[src/rtl/lcd_seq_pkg.sv]
// Shared types for the LCD power sequencer: state encoding, retry counter width
// and the per-state output decode.
package lcd_seq_pkg;

   typedef enum logic [2:0] {
      ST_OFF       = 3'd0,
      ST_PLL_RST   = 3'd1,
      ST_LOCK_WAIT = 3'd2,
      ST_SETTLE    = 3'd3,
      ST_BL_ON     = 3'd4,
      ST_RUN       = 3'd5,
      ST_FAULT     = 3'd6,
      ST_SHUTDOWN  = 3'd7
   } seq_state_t;

   localparam int unsigned RETRY_W = 2;

   typedef struct packed {
      logic pll_reset;
      logic vga_nrst;
      logic den_en;
      logic backlight;
      logic ready;
      logic fault;
   } seq_out_t;

   function automatic seq_out_t decode_outputs(input seq_state_t s);
      seq_out_t o;
      o = '0;
      case (s)
         ST_OFF, ST_PLL_RST: o.pll_reset = 1'b1;
         ST_FAULT: begin
            o.pll_reset = 1'b1;
            o.fault     = 1'b1;
         end
         ST_SETTLE: o.vga_nrst = 1'b1;
         ST_BL_ON, ST_SHUTDOWN: begin
            o.vga_nrst = 1'b1;
            o.den_en   = 1'b1;
         end
         ST_RUN: begin
            o.vga_nrst  = 1'b1;
            o.den_en    = 1'b1;
            o.backlight = 1'b1;
            o.ready     = 1'b1;
         end
         default: o = '0;
      endcase
      return o;
   endfunction

endpackage

[src/rtl/lcd_power_seq_if.sv]
// Panel-side signal bundle of the power sequencer; slave is the sequencer,
// master is whatever drives the request and PLL/timing status.
interface lcd_power_seq_if;
   import lcd_seq_pkg::*;

   logic               en;
   logic               pll_lock;
   logic               vsync;
   logic               pll_reset;
   logic               vga_nrst;
   logic               den_en;
   logic               backlight;
   logic               ready;
   logic               fault;
   logic [2:0]         state;
   logic [RETRY_W-1:0] retry_cnt;

   modport master (
      output en, pll_lock, vsync,
      input  pll_reset, vga_nrst, den_en, backlight, ready, fault, state, retry_cnt
   );

   modport slave (
      input  en, pll_lock, vsync,
      output pll_reset, vga_nrst, den_en, backlight, ready, fault, state, retry_cnt
   );
endinterface

[src/rtl/lcd_seq_sync.sv]
// Two-flop synchronizer for a single asynchronous level.
module lcd_seq_sync (
   input  logic clk,
   input  logic rst_n,
   input  logic d,
   output logic q
);
   logic meta;

   always_ff @(posedge clk or negedge rst_n) begin
      if (!rst_n) begin
         meta <= 1'b0;
         q    <= 1'b0;
      end else begin
         meta <= d;
         q    <= meta;
      end
   end
endmodule

[src/rtl/lcd_power_seq.sv]
// LCD panel power sequencer: PLL reset/lock, timing-generator release, DE and
// backlight ordering, with bounded PLL retries and a latched fault state.
module lcd_power_seq
   import lcd_seq_pkg::*;
#(
   parameter int unsigned PLL_RST_CYC   = 1000,
   parameter int unsigned LOCK_TIMEOUT  = 900000,
   parameter int unsigned SETTLE_FRAMES = 2,
   parameter int unsigned BL_DELAY_CYC  = 90000,
   parameter int unsigned MAX_RETRY     = 3
) (
   input logic             CLK,
   input logic             nRST,
   lcd_power_seq_if.slave  lcd
);
   localparam int unsigned CNT_MAX =
      (PLL_RST_CYC > LOCK_TIMEOUT) ?
         ((PLL_RST_CYC > BL_DELAY_CYC) ? PLL_RST_CYC : BL_DELAY_CYC) :
         ((LOCK_TIMEOUT > BL_DELAY_CYC) ? LOCK_TIMEOUT : BL_DELAY_CYC);
   localparam int unsigned CNT_W = (CNT_MAX > 1) ? $clog2(CNT_MAX) : 1;
   localparam int unsigned FR_W  = $clog2(SETTLE_FRAMES + 1);

   localparam logic [CNT_W-1:0] PLL_LOAD  = CNT_W'(PLL_RST_CYC - 1);
   localparam logic [CNT_W-1:0] LOCK_LOAD = CNT_W'(LOCK_TIMEOUT - 1);
   localparam logic [CNT_W-1:0] BL_LOAD   = CNT_W'(BL_DELAY_CYC - 1);
   localparam logic [FR_W-1:0]  FR_LAST   = FR_W'(SETTLE_FRAMES - 1);

   seq_state_t         st, st_nx;
   logic [CNT_W-1:0]   cnt, cnt_nx;
   logic [FR_W-1:0]    frames, fr_nx;
   logic [RETRY_W-1:0] retry, retry_nx;
   seq_out_t           out_q;
   logic               lock_s, vs_s, vs_prev, vs_rise, retry_path;

   lcd_seq_sync u_lock_sync (.clk(CLK), .rst_n(nRST), .d(lcd.pll_lock), .q(lock_s));
   lcd_seq_sync u_vs_sync   (.clk(CLK), .rst_n(nRST), .d(lcd.vsync),    .q(vs_s));

   assign vs_rise = vs_s & ~vs_prev;

   always_ff @(posedge CLK or negedge nRST) begin
      if (!nRST) begin
         st      <= ST_OFF;
         cnt     <= '0;
         frames  <= '0;
         retry   <= '0;
         vs_prev <= 1'b0;
         out_q   <= decode_outputs(ST_OFF);
      end else begin
         st      <= st_nx;
         cnt     <= cnt_nx;
         frames  <= fr_nx;
         retry   <= retry_nx;
         vs_prev <= vs_s;
         out_q   <= decode_outputs(st_nx);
      end
   end

   always_comb begin
      st_nx      = st;
      cnt_nx     = cnt;
      fr_nx      = frames;
      retry_nx   = retry;
      retry_path = 1'b0;

      case (st)
         ST_OFF:
            if (lcd.en) st_nx = ST_PLL_RST;
         ST_PLL_RST:
            if (!lcd.en)         st_nx  = ST_OFF;
            else if (cnt == '0)  st_nx  = ST_LOCK_WAIT;
            else                 cnt_nx = cnt - 1'b1;
         ST_LOCK_WAIT:
            if (!lock_s && cnt == '0) retry_path = 1'b1;
            else if (!lcd.en)         st_nx  = ST_OFF;
            else if (lock_s)          st_nx  = ST_SETTLE;
            else                      cnt_nx = cnt - 1'b1;
         ST_SETTLE:
            if (!lock_s)       retry_path = 1'b1;
            else if (!lcd.en)  st_nx = ST_OFF;
            else if (vs_rise) begin
               if (frames == FR_LAST) st_nx = ST_BL_ON;
               else                   fr_nx = frames + 1'b1;
            end
         ST_BL_ON:
            if (!lock_s)         retry_path = 1'b1;
            else if (!lcd.en)    st_nx = ST_OFF;
            else if (cnt == '0) begin
               st_nx    = ST_RUN;
               retry_nx = '0;
            end else             cnt_nx = cnt - 1'b1;
         ST_RUN:
            if (!lock_s)       retry_path = 1'b1;
            else if (!lcd.en)  st_nx = ST_SHUTDOWN;
         ST_SHUTDOWN:
            if (cnt == '0) st_nx  = ST_OFF;
            else           cnt_nx = cnt - 1'b1;
         ST_FAULT:
            if (!lcd.en) st_nx = ST_OFF;
         default: st_nx = ST_OFF;
      endcase

      if (retry_path) begin
         if (32'(retry) < MAX_RETRY) begin
            retry_nx = retry + 1'b1;
            st_nx    = ST_PLL_RST;
         end else begin
            st_nx    = ST_FAULT;
         end
      end

      // One shared timer: every state change reloads it for the state being entered.
      if (st_nx != st) begin
         case (st_nx)
            ST_PLL_RST:            cnt_nx = PLL_LOAD;
            ST_LOCK_WAIT:          cnt_nx = LOCK_LOAD;
            ST_BL_ON, ST_SHUTDOWN: cnt_nx = BL_LOAD;
            default:               cnt_nx = '0;
         endcase
         if (st_nx == ST_SETTLE) fr_nx = '0;
      end
      if (st_nx == ST_OFF) retry_nx = '0;
   end

   assign lcd.pll_reset = out_q.pll_reset;
   assign lcd.vga_nrst  = out_q.vga_nrst;
   assign lcd.den_en    = out_q.den_en;
   assign lcd.backlight = out_q.backlight;
   assign lcd.ready     = out_q.ready;
   assign lcd.fault     = out_q.fault;
   assign lcd.state     = st;
   assign lcd.retry_cnt = retry;
endmodule

[src/flat_wrapper.sv]
// flat-port wrapper written by rule: the top's interface ports become plain ports
module lcd_power_seq_flat import lcd_seq_pkg::*;
#(
   parameter int unsigned PLL_RST_CYC   = 1000,
   parameter int unsigned LOCK_TIMEOUT  = 900000,
   parameter int unsigned SETTLE_FRAMES = 2,
   parameter int unsigned BL_DELAY_CYC  = 90000,
   parameter int unsigned MAX_RETRY     = 3
)
  (CLK, nRST, lcd_en, lcd_pll_lock, lcd_vsync, lcd_pll_reset, lcd_vga_nrst, lcd_den_en, lcd_backlight, lcd_ready, lcd_fault, lcd_state, lcd_retry_cnt);
  lcd_power_seq_if lcd_i ();
  input logic CLK;
  input logic nRST;
  input wire logic [$bits(lcd_i.en)-1:0] lcd_en;
  input wire logic [$bits(lcd_i.pll_lock)-1:0] lcd_pll_lock;
  input wire logic [$bits(lcd_i.vsync)-1:0] lcd_vsync;
  output wire logic [$bits(lcd_i.pll_reset)-1:0] lcd_pll_reset;
  output wire logic [$bits(lcd_i.vga_nrst)-1:0] lcd_vga_nrst;
  output wire logic [$bits(lcd_i.den_en)-1:0] lcd_den_en;
  output wire logic [$bits(lcd_i.backlight)-1:0] lcd_backlight;
  output wire logic [$bits(lcd_i.ready)-1:0] lcd_ready;
  output wire logic [$bits(lcd_i.fault)-1:0] lcd_fault;
  output wire logic [$bits(lcd_i.state)-1:0] lcd_state;
  output wire logic [$bits(lcd_i.retry_cnt)-1:0] lcd_retry_cnt;
  assign lcd_i.en = lcd_en;
  assign lcd_i.pll_lock = lcd_pll_lock;
  assign lcd_i.vsync = lcd_vsync;
  assign lcd_pll_reset = lcd_i.pll_reset;
  assign lcd_vga_nrst = lcd_i.vga_nrst;
  assign lcd_den_en = lcd_i.den_en;
  assign lcd_backlight = lcd_i.backlight;
  assign lcd_ready = lcd_i.ready;
  assign lcd_fault = lcd_i.fault;
  assign lcd_state = lcd_i.state;
  assign lcd_retry_cnt = lcd_i.retry_cnt;
  lcd_power_seq #(.PLL_RST_CYC(PLL_RST_CYC), .LOCK_TIMEOUT(LOCK_TIMEOUT), .SETTLE_FRAMES(SETTLE_FRAMES), .BL_DELAY_CYC(BL_DELAY_CYC), .MAX_RETRY(MAX_RETRY)) u_core (.CLK(CLK), .nRST(nRST), .lcd(lcd_i));
endmodule
[config.mk]
export PLATFORM = sky130hd
export DESIGN_NAME = lcd_power_seq_flat
export DESIGN_NICKNAME = d
export VERILOG_FILES = /design/src/rtl/lcd_seq_pkg.sv /design/src/rtl/lcd_power_seq_if.sv /design/src/rtl/lcd_seq_sync.sv /design/src/rtl/lcd_power_seq.sv /design/src/flat_wrapper.sv
export SDC_FILE = /design/constraint.sdc
export NUM_CORES = 1
export LEC_CHECK = 0
export CAP_MARGIN = 20
export CORE_UTILIZATION = 42
export CTS_CLUSTER_DIAMETER = 150
export DETAILED_ROUTE_END_ITERATION = 8
export HOLD_SLACK_MARGIN = 0.12
export PLACE_DENSITY_LB_ADDON = 0.15
export REMOVE_ABC_BUFFERS = 1
export SYNTH_ARGS = -nofsm -noshare
export SYNTH_HDL_FRONTEND = slang
export SYNTH_HIERARCHICAL = 1
export SYNTH_SLANG_ARGS = --single-unit
[constraint.sdc]
create_clock -name CLK -period 3.8 [get_ports CLK]
set_input_delay 0.38 -clock CLK [delete_from_list [all_inputs] [get_ports CLK]]
set_output_delay 0.38 -clock CLK [all_outputs]
set_load 0.1 [all_outputs]
Word-level counts from Yosys, hierarchy flattened
Cells that the tools add are included.

Add/subtract/negate cells: 3. Eq/ne operators: 20. Reduce and logical (&&, ||, !) cells: 12. Mux-type cells: 51. Bitwise logic cells: 2. Order comparisons: 1.

Operators by type and width (count): 2-to-1 mux 20 bit (7); case mux 20 bit (4 select lines) (1); case mux 20 bit (3 select lines) (1); 2-to-1 mux 3 bit (19); 2-to-1 mux 2 bit (15); == test 3 bit (second input constant) (8); case mux 3 bit (8 select lines) (1); zero test 20 bit (1); subtractor 20 x 1 -> 20 bit (second input constant) (1); == test 3 x 2 -> 1 bit (second input constant) (4); inequality test 3 x 2 -> 1 bit (second input constant) (3); OR reduction 3 bit (3); == test 3 x 1 -> 1 bit (second input constant) (2); zero test 3 bit (2); 2-to-1 mux 1 bit (6); AND reduction 5 bit (1); nonzero test 5 bit (1); adder 2 x 1 -> 2 bit (second input constant) (2); OR reduction 4 bit (1); inequality test 3 bit (1); inequality test 3 bit (second input constant) (1); == test 2 x 1 -> 1 bit (second input constant) (1); less-than comparator 2 bit (second input constant) (1); case mux 1 bit (2 select lines) (1); 5 further kinds (5).

Flip-flop bits (word level): 38. Output and inout port bits: 11. Word-level logic and storage cells: 104. Bits of input ports: 5.

Depth between registers and ports, before layout
Gate-level depths: netlist of the first run.

Word-level depth: 11. Mapped depth: 12. Depth with buffers taken out: 11.

Hierarchy
Netlist of the first run, hierarchy kept.

Modules (own cells, without submodules): lcd_power_seq (area each 2228.4 um^2, cells each 258, times used 1); lcd_seq_sync (area each 50.0 um^2, cells each 2, times used 2).

Worst setup path before layout of the first run
No wires, ideal clock.

Kind: reg-to-reg. Start: register u_core.st[0], in the netlist u_core/lcd.state[0]. End: register u_core.cnt[8]. Data arrival time: 3.049 ns. Setup slack: 0.626 ns. Cell stages (with the launch flop): 12. Path buffers: 2. Library setup time: 0.125 ns. Clock period less this slack: 3.174 ns. Cell sequence: dfrtp_1 > clkbuf_1 > nor2b_1 > o2bb2ai_1 > a211o_1 > or4_4 > nand3_1 > o2111ai_4 > or2_1 > buf_6 > o21ai_2 > nor3_2.

Longest elaborated chain between the ends: 10.

Ends and longest elaborated chain: start, declared (line lcd_power_seq.sv:28) `seq_state_t st, st_nx;`; start signal, assigned (line lcd_power_seq.sv:49) `st <= st_nx;`; 2-to-1 mux 3 bit (line lcd_power_seq.sv:81) `if (frames == FR_LAST) st_nx = ST_BL_ON;`; 2-to-1 mux 3 bit (line lcd_power_seq.sv:80) `else if (vs_rise) begin`; 2-to-1 mux 3 bit (line lcd_power_seq.sv:79) `else if (!lcd.en) st_nx = ST_OFF;`; 2-to-1 mux 3 bit (line lcd_power_seq.sv:78) `if (!lock_s) retry_path = 1'b1;`; case mux 3 bit (8 select lines) (line lcd_power_seq.sv:65) `case (st)`; 2-to-1 mux 3 bit (line lcd_power_seq.sv:102) `if (retry_path) begin`; == test 3 bit (line lcd_power_seq.sv:113) `case (st_nx)`; OR reduction 2 bit (line lcd_power_seq.sv:113); case mux 20 bit (3 select lines) (line lcd_power_seq.sv:113); 2-to-1 mux 20 bit (line lcd_power_seq.sv:112) `if (st_nx != st) begin`; end signal, assigned (line lcd_power_seq.sv:50) `cnt <= cnt_nx;`; end, declared (line lcd_power_seq.sv:29) `logic [CNT_W-1:0] cnt, cnt_nx;`.

Several ways; a longest one is shown, not always the timed one. A chain may end at the register's enable or synchronous reset.

Worst setup path after layout of the first run
Start: register u_core.cnt[0]. End: register u_core.cnt[3].

Longest elaborated chain between the ends: 10.

Ends and longest elaborated chain: zero test 20 bit; 2-to-1 mux 3 bit (line lcd_power_seq.sv:87) `else if (cnt == '0) begin`; 2-to-1 mux 3 bit (line lcd_power_seq.sv:86) `else if (!lcd.en) st_nx = ST_OFF;`; 2-to-1 mux 3 bit (line lcd_power_seq.sv:85) `if (!lock_s) retry_path = 1'b1;`; case mux 3 bit (8 select lines) (line lcd_power_seq.sv:65); 2-to-1 mux 3 bit (line lcd_power_seq.sv:102); == test 3 bit (line lcd_power_seq.sv:113); OR reduction 2 bit (line lcd_power_seq.sv:113); case mux 20 bit (3 select lines) (line lcd_power_seq.sv:113); 2-to-1 mux 20 bit (line lcd_power_seq.sv:112).

Several ways; a longest one is shown, not always the timed one. The select of a mux whose other input is x is not followed.

==> key figures, run 1 <==
Setup path
  • Worst Setup Path Type: flip-flop to flip-flop
  • Cell Chain, Critical Path: inv_1 > ha_1 > nor3b_2 > nand4_4 > a211o_1 > or4_4 > nand3_1 > o2111ai_4 > buf_4 > a31o_2 > o21ai_0 > o21a_1
  • Arr. time, crit path: 3.63 ns
  • Worst EP required: between 4 and 5 ns
  • Crit. End Element: flip-flop
  • CP startpoint kind: flip-flop
  • CP max stage delay: between 0.5 and 0.6 ns
  • CP max stage cell: or4_4
  • Critical Path Fanout Max: 18

Clocking
  • Worst-path clk slew: roughly 0.08 ns
  • Clk_lat worst skew: 0.29 ns
  • # hold bufs at CTS: 0
  • Longest Clk Path Bufs: 2
  • H-tree levels: 2
  • Clock sink total: 37
  • Clk root buf: clkbuf_8
  • Inserted Clock Buffers: 5
  • CTS tree: yes

Global routing
  • Number of global-route vias before repair: 1915
  • Antenna violations before repair: 0
  • Total Routing Usage GR: between 20% and 30%
  • First-pass GRT wire length: 9.22 mm
  • Largest net degree at the start of global routing: 38
  • Gr ovfl total: 0

Cells and area
  • Final instance area: 0.00264 mm^2
  • Area of the multi-input gates: 0.00130 mm^2
  • Commonest non-fill, non-tap cells in the layout: dfrtp_1 (36), nor2_1 (33), nand2_1 (20)
  • Area growth, synth to finish: 13.5%
  • Fin util: between 50% and 60%
  • Storage cell area: about 930 um^2
  • # fillers: 502
  • Share of cells above drive strength 1: roughly 13%
  • Diodes inserted: 0
  • Commonest non-fill, non-tap cell in the layout: dfrtp_1
  • Nets: 285

Yosys
  • Ys async rst share: 100%
  • Sequential area share after synthesis: 39.8%
  • Mean post-synth cell area: around 9 um^2
  • Post-synth EDFFs: 0
  • Synth warn: 6
  • Synth cell types: 61
  • Synthesized instance count: between 200 and 300
  • Top_reg_cell synth: dfrtp_1
  • Flip-flop and latch count after synthesis: 37
  • Area of the mapped netlist: ~0.0023 mm^2

Drt
  • DR pass1 iterations: 4
  • Routed wire length: 5.21 mm
  • Initial DRC Count: 160
  • DR WL/cell: 14.9 um
  • Vias: between 2000 and 2500
  • Antenna-violating nets left: 0
  • Vias per std cell: 5.73
  • Remaining DRCs: 0

Floorplanning
  • IO Pins: 16
  • Die height: 76.5 um
  • Die Wd: 76.5 um
  • Starting Density: between 40% and 50%
  • Row cnt: 26
  • Die area: 0.00585 mm^2
  • Core area: between 0.005 and 0.006 mm^2

Timing
  • Clk_skew: slightly below 0.008 ns
  • Final min period: between 3 and 4 ns
  • Final Setup Violations: 0
  • Rel. slew slack: 35.4%
  • RSZ-0062 raised after global routing: no
  • TNS Setup: 0 ns
  • Final hold violations: 0
  • Worst-Margin Slew: 0.966 ns
  • Max Transition Viols Final: 0
  • Final period util: 89.4%
  • Fmax: 295 MHz

Placement
  • Dpl hpwl: 3.76 mm
  • Gpl congestion: roughly 0.93
  • Port Buffers: 15
  • DP Area: 0.00255 mm^2

Run
  • Max Cap Violations: 0

Worst hold path
  • HP Class: primary input to asynchronous set/reset pin

Run status
  • Status: completed
-- synth_stat cells, types with 3 or more instances --
cell type | count | area [um^2]
and3_1 | 4 | 25.0
a2bb2oi_1 | 3 | 26.3
nand2b_1 | 4 | 25.0
a21oi_1 | 17 | 85.1
o211a_1 | 3 | 30.0
nand2_1 | 20 | 75.1
xnor2_1 | 7 | 61.3
a21boi_0 | 4 | 30.0
nor3_1 | 14 | 70.1
xor2_1 | 4 | 35.0
nor2_1 | 33 | 124
o21a_1 | 3 | 22.5
clkbuf_1 | 10 | 37.5
o31ai_1 | 3 | 22.5
and2_1 | 3 | 18.8
inv_1 | 9 | 33.8
o21ai_0 | 11 | 55.1
o22a_1 | 3 | 26.3
dfrtp_1 | 36 | 901
nand3_1 | 8 | 40.0
a31o_2 | 5 | 43.8
a31oi_1 | 5 | 31.3
-- metrics by stage --
step	setup slack [ns]	std cells	hold WS (ns)
finish	0.405	349	0.171
global route	0.139	349	0.258
CTS	0.209	349	0.222
detailed placement	0.212	341	0.337
global placement	0.305	341	0.332
floorplan	0.0566	248	0.0844
-- worst max-delay path: cells and delay by family, from the launching register on --
family / cells / cell delay [ns]
compound gates: 5 / 1.16
fa+ha+maj: 1 / 0.19
buf+inv: 2 / 0.36
flops: 1 / 0.40
simple gates: 4 / 1.24
-- cells by family (layout without fill, tap and decap cells) --
| logic type | after synthesis | count (layout) | share of synthesized area [%] |
|---|---|---|---|
| multiplexers | 2 | 2 | 0.860 |
| AND/OR/NAND/NOR | 111 | 111 | 26.0 |
| adder cells (fa/ha/maj) | 2 | 2 | 1.07 |
| AO/OA/AOI/OAI | 76 | 76 | 23.5 |
| XOR/XNOR | 11 | 11 | 4.14 |
| buffers and inverters | 23 | 40 | 4.67 |
| flip-flops | 37 | 37 | 39.8 |
-- metal layers --
metal  part of all wire (%)  track usage [%]  routed length [um]  vias up
li1                       -                -                   -      988
met1                     49             26.7                2560      970
met2                     46             32.7                2410       35
met3                    3.3             3.71                 170        8
met4                    1.3             7.12                  70        0
met5                      0                0                   0        -
-- state kept, by name, indices dropped and copies added (netlist names) --
register                 cells
u_core/lcd.fault             1
u_core/frames                2
u_core/u_vs_sync/meta        1
u_core/lcd.state             3
u_core/lcd.den_en            1
u_core/vs_prev               1
u_core/u_vs_sync/q           1
u_core/u_lock_sync/q         1
u_core/u_lock_sync/meta      1
u_core/cnt                  20
u_core/lcd.retry_cnt         2
u_core/lcd.pll_reset         1
u_core/lcd.backlight         1
u_core/lcd.vga_nrst          1
-- worst paths after layout --
check,slack (ns),cells after the start,end,start
hold reg to reg,0.35,0,u_core/u_vs_sync/q,u_core/u_vs_sync/meta
min in group CLK,0.35,0,u_core/u_vs_sync/q,u_core/u_vs_sync/meta
setup / recovery,0.40,12,u_core/cnt[3],u_core/cnt[0]
setup reg to reg,0.40,12,u_core/cnt[3],u_core/cnt[0]
max in group asynchronous,3.11,1,u_core/frames[1],nRST
hold / removal,0.17,1,u_core/lcd.retry_cnt[0],nRST
-- cell type report --
cell class                 count  area share, %
multi-input combinational    202           49.3
inverter                       9           1.28
tap                           70           3.31
clock buffer                   5           2.60
timing repair buffer          23           7.77
clock inverter                 3          0.663
sequential                    37           35.1
-- repair_timing --
action | in CTS | in global routing
setup buffers | 0 | 0
resized for setup | 0 | 1
setup endpoints to repair | 0 | 3
Power of run 1 is left out: the tool's default activity adds up to more than one toggle a clock period on the data nets, which glitch-free logic cannot reach.
==> run 2, diff against run 1 <==
Settings changed: CORE_ASPECT_RATIO set to 0.8.
==> run 2 against run 1 <==
- die area barely moved
- clock skew is 0.0010 ns higher
- final cell count decreased by 2.6%
- largest cell class unchanged
- first-iteration DRC count grew 48%
==> key figures, run 2 (synthesized netlist as in run 1, its figures left out) <==
Drt
  • Vias: slightly above 2000
  • Routed wire length: 5.24 mm
  • Remaining DRCs: 0
  • Vias per std cell: 5.99
  • Antenna-violating nets left: 0
  • Met3 routed WL: 260 um
  • DR pass1 iterations: 5
  • Met1 wire length: 2.66 mm
  • Met2 wire length: between 2 and 2.5 mm
  • DR WL/cell: 15.4 um
  • Initial DRC Count: 236
  • Top layer in use: met4

Timing
  • Final min period: 3.45 ns
  • RSZ-0062 raised after global routing: no
  • Max Transition Viols Final: 0
  • Worst-Margin Slew: 0.969 ns
  • Final period util: 90.8%
  • Final Setup Violations: 0
  • Fmax: approximately 290 MHz
  • Rel. slew slack: 35.2%
  • Clk_skew: 0.00873 ns
  • TNS Setup: 0 ns
  • Final hold violations: 0

Cells and area
  • Commonest non-fill, non-tap cell in the layout: dfrtp_1
  • Commonest non-fill, non-tap cells in the layout: dfrtp_1 (36), nor2_1 (33), nand2_1 (20)
  • Share of cells above drive strength 1: 11.9%
  • Area growth, synth to finish: 13.6%
  • Max FFs per register: 20
  • Diodes inserted: 0
  • Largest Register: u_core/cnt
  • Nets: 284
  • # fillers: approximately 470

Global routing
  • Antenna violations before repair: 0
  • Largest net degree at the start of global routing: 38
  • First-pass GRT wire length: 8.89 mm
  • Gr ovfl total: 0
  • Total Routing Usage GR: between 10% and 20%
  • Number of global-route vias before repair: approximately 1900

Setup path
  • Reg2reg setup slack: 0.35 ns
  • Critical Path Fanout Max: 17
  • CP startpoint kind: flip-flop
  • Arr. time, crit path: 3.67 ns
  • Cell Chain, Critical Path: inv_1 > ha_1 > nor3b_1 > buf_4 > nand4_4 > a211o_1 > a311oi_1 > a21boi_0 > o2111ai_4 > or2_1 > o21ai_0 > a21oi_1
  • Crit. End Element: flip-flop
  • Worst EP required: 4.02 ns
  • Stages on the worst setup path: 12
  • CP max stage delay: 0.49 ns
  • Buf+Inv Stages, Crit Path: 2
  • Family with the most delay on the worst path: compound AO/OA/AOI/OAI gates
  • Worst Setup Path Type: flip-flop to flip-flop
  • CP max stage cell: o2111ai_4
  • Worst r2r path cells: 12

Floorplanning
  • Die area: 0.00585 mm^2
  • IO Pins: 16
  • Die height: just under 70 um
  • Row cnt: 23
  • Core area: 0.00518 mm^2
  • Die Wd: 85.2 um
  • Starting Density: 45.0%

Clocking
  • CTS resizes: 0
  • H-tree levels: 2
  • Clock sink total: 37
  • Longest Clk Path Bufs: 2
  • Post-CTS Repair Setup Buffers: 0
  • Clk root buf: clkbuf_8
  • Worst-path clk slew: 0.08 ns
  • CTS tree: yes
  • Inserted Clock Buffers: 5
  • # hold bufs at CTS: 0
  • Clk_lat worst skew: 0.29 ns

Run
  • Max Cap Violations: 0

Run status
  • Status: completed

Placement
  • Port Buffers: 15
  • Dpl hpwl: 3.69 mm
  • Gpl congestion: ~0.88

Worst hold path
  • HP Class: primary input to asynchronous set/reset pin
run 2: final timing paths:
check / startpoint / to
max in group asynchronous: nRST / u_core/lcd.state[2]
min: nRST / u_core/lcd.retry_cnt[1]
max: u_core/cnt[0] / u_core/cnt[18]
max reg2reg: u_core/cnt[0] / u_core/cnt[18]
min in group CLK: u_core/u_vs_sync/meta / u_core/u_vs_sync/q
min reg2reg: u_core/u_vs_sync/meta / u_core/u_vs_sync/q
run 2: worst reg2reg max path: stages (launching register included):
cell and delay, ns:
dfrtp_1 0.39, inv_1 0.08, ha_1 0.18, nor3b_1 0.18, buf_4 0.16, nand4_4 0.16
a211o_1 0.36, a311oi_1 0.45, a21boi_0 0.25, o2111ai_4 0.49, or2_1 0.36, o21ai_0 0.14
a21oi_1 0.17
run 2: area by class of cell:
type	instances	area, um^2	area share, %
multi-input combinational	202	1300	49.1
tap	62	77.6	2.93
inverter	9	33.8	1.28
clock buffer	6	72.6	2.74
timing repair buffer	22	198	7.47
clock inverter	2	38.8	1.47
sequential	37	927	35.1
run 2: routing by layer:
layer | GRT usage [%] | vias up
li1 | - | 987
met1 | 27.7 | 965
met2 | 31.7 | 76
met3 | 3.93 | 10
met4 | 5.72 | 0
met5 | 0 | -
run 2: through the flow:
stage          util [%]  std cells  hold WS, ns  instance area (um^2)  setup WS, ns
4_1_cts            51.1        340        0.218                  2650         0.336
3_5_place_dp       48.9        332        0.340                  2530         0.309
6_report           51.1        340        0.185                  2650         0.351
3_3_place_gp       48.9        332        0.334                  2530         0.406
2_1_floorplan         -        248       0.0844                  2250        0.0566
5_1_grt            51.1        340        0.258                  2650        0.0521
Power of run 2 is left out for the same reason.
==> run 3, diff against run 2 <==
Settings changed: CTS_CLUSTER_DIAMETER 150 to 100, CTS_CLUSTER_SIZE set to 14.
==> results of run 3 <==
Final layout, timing and power as in run 2 (identical DEF).
Power of run 3 is left out for the same reason.
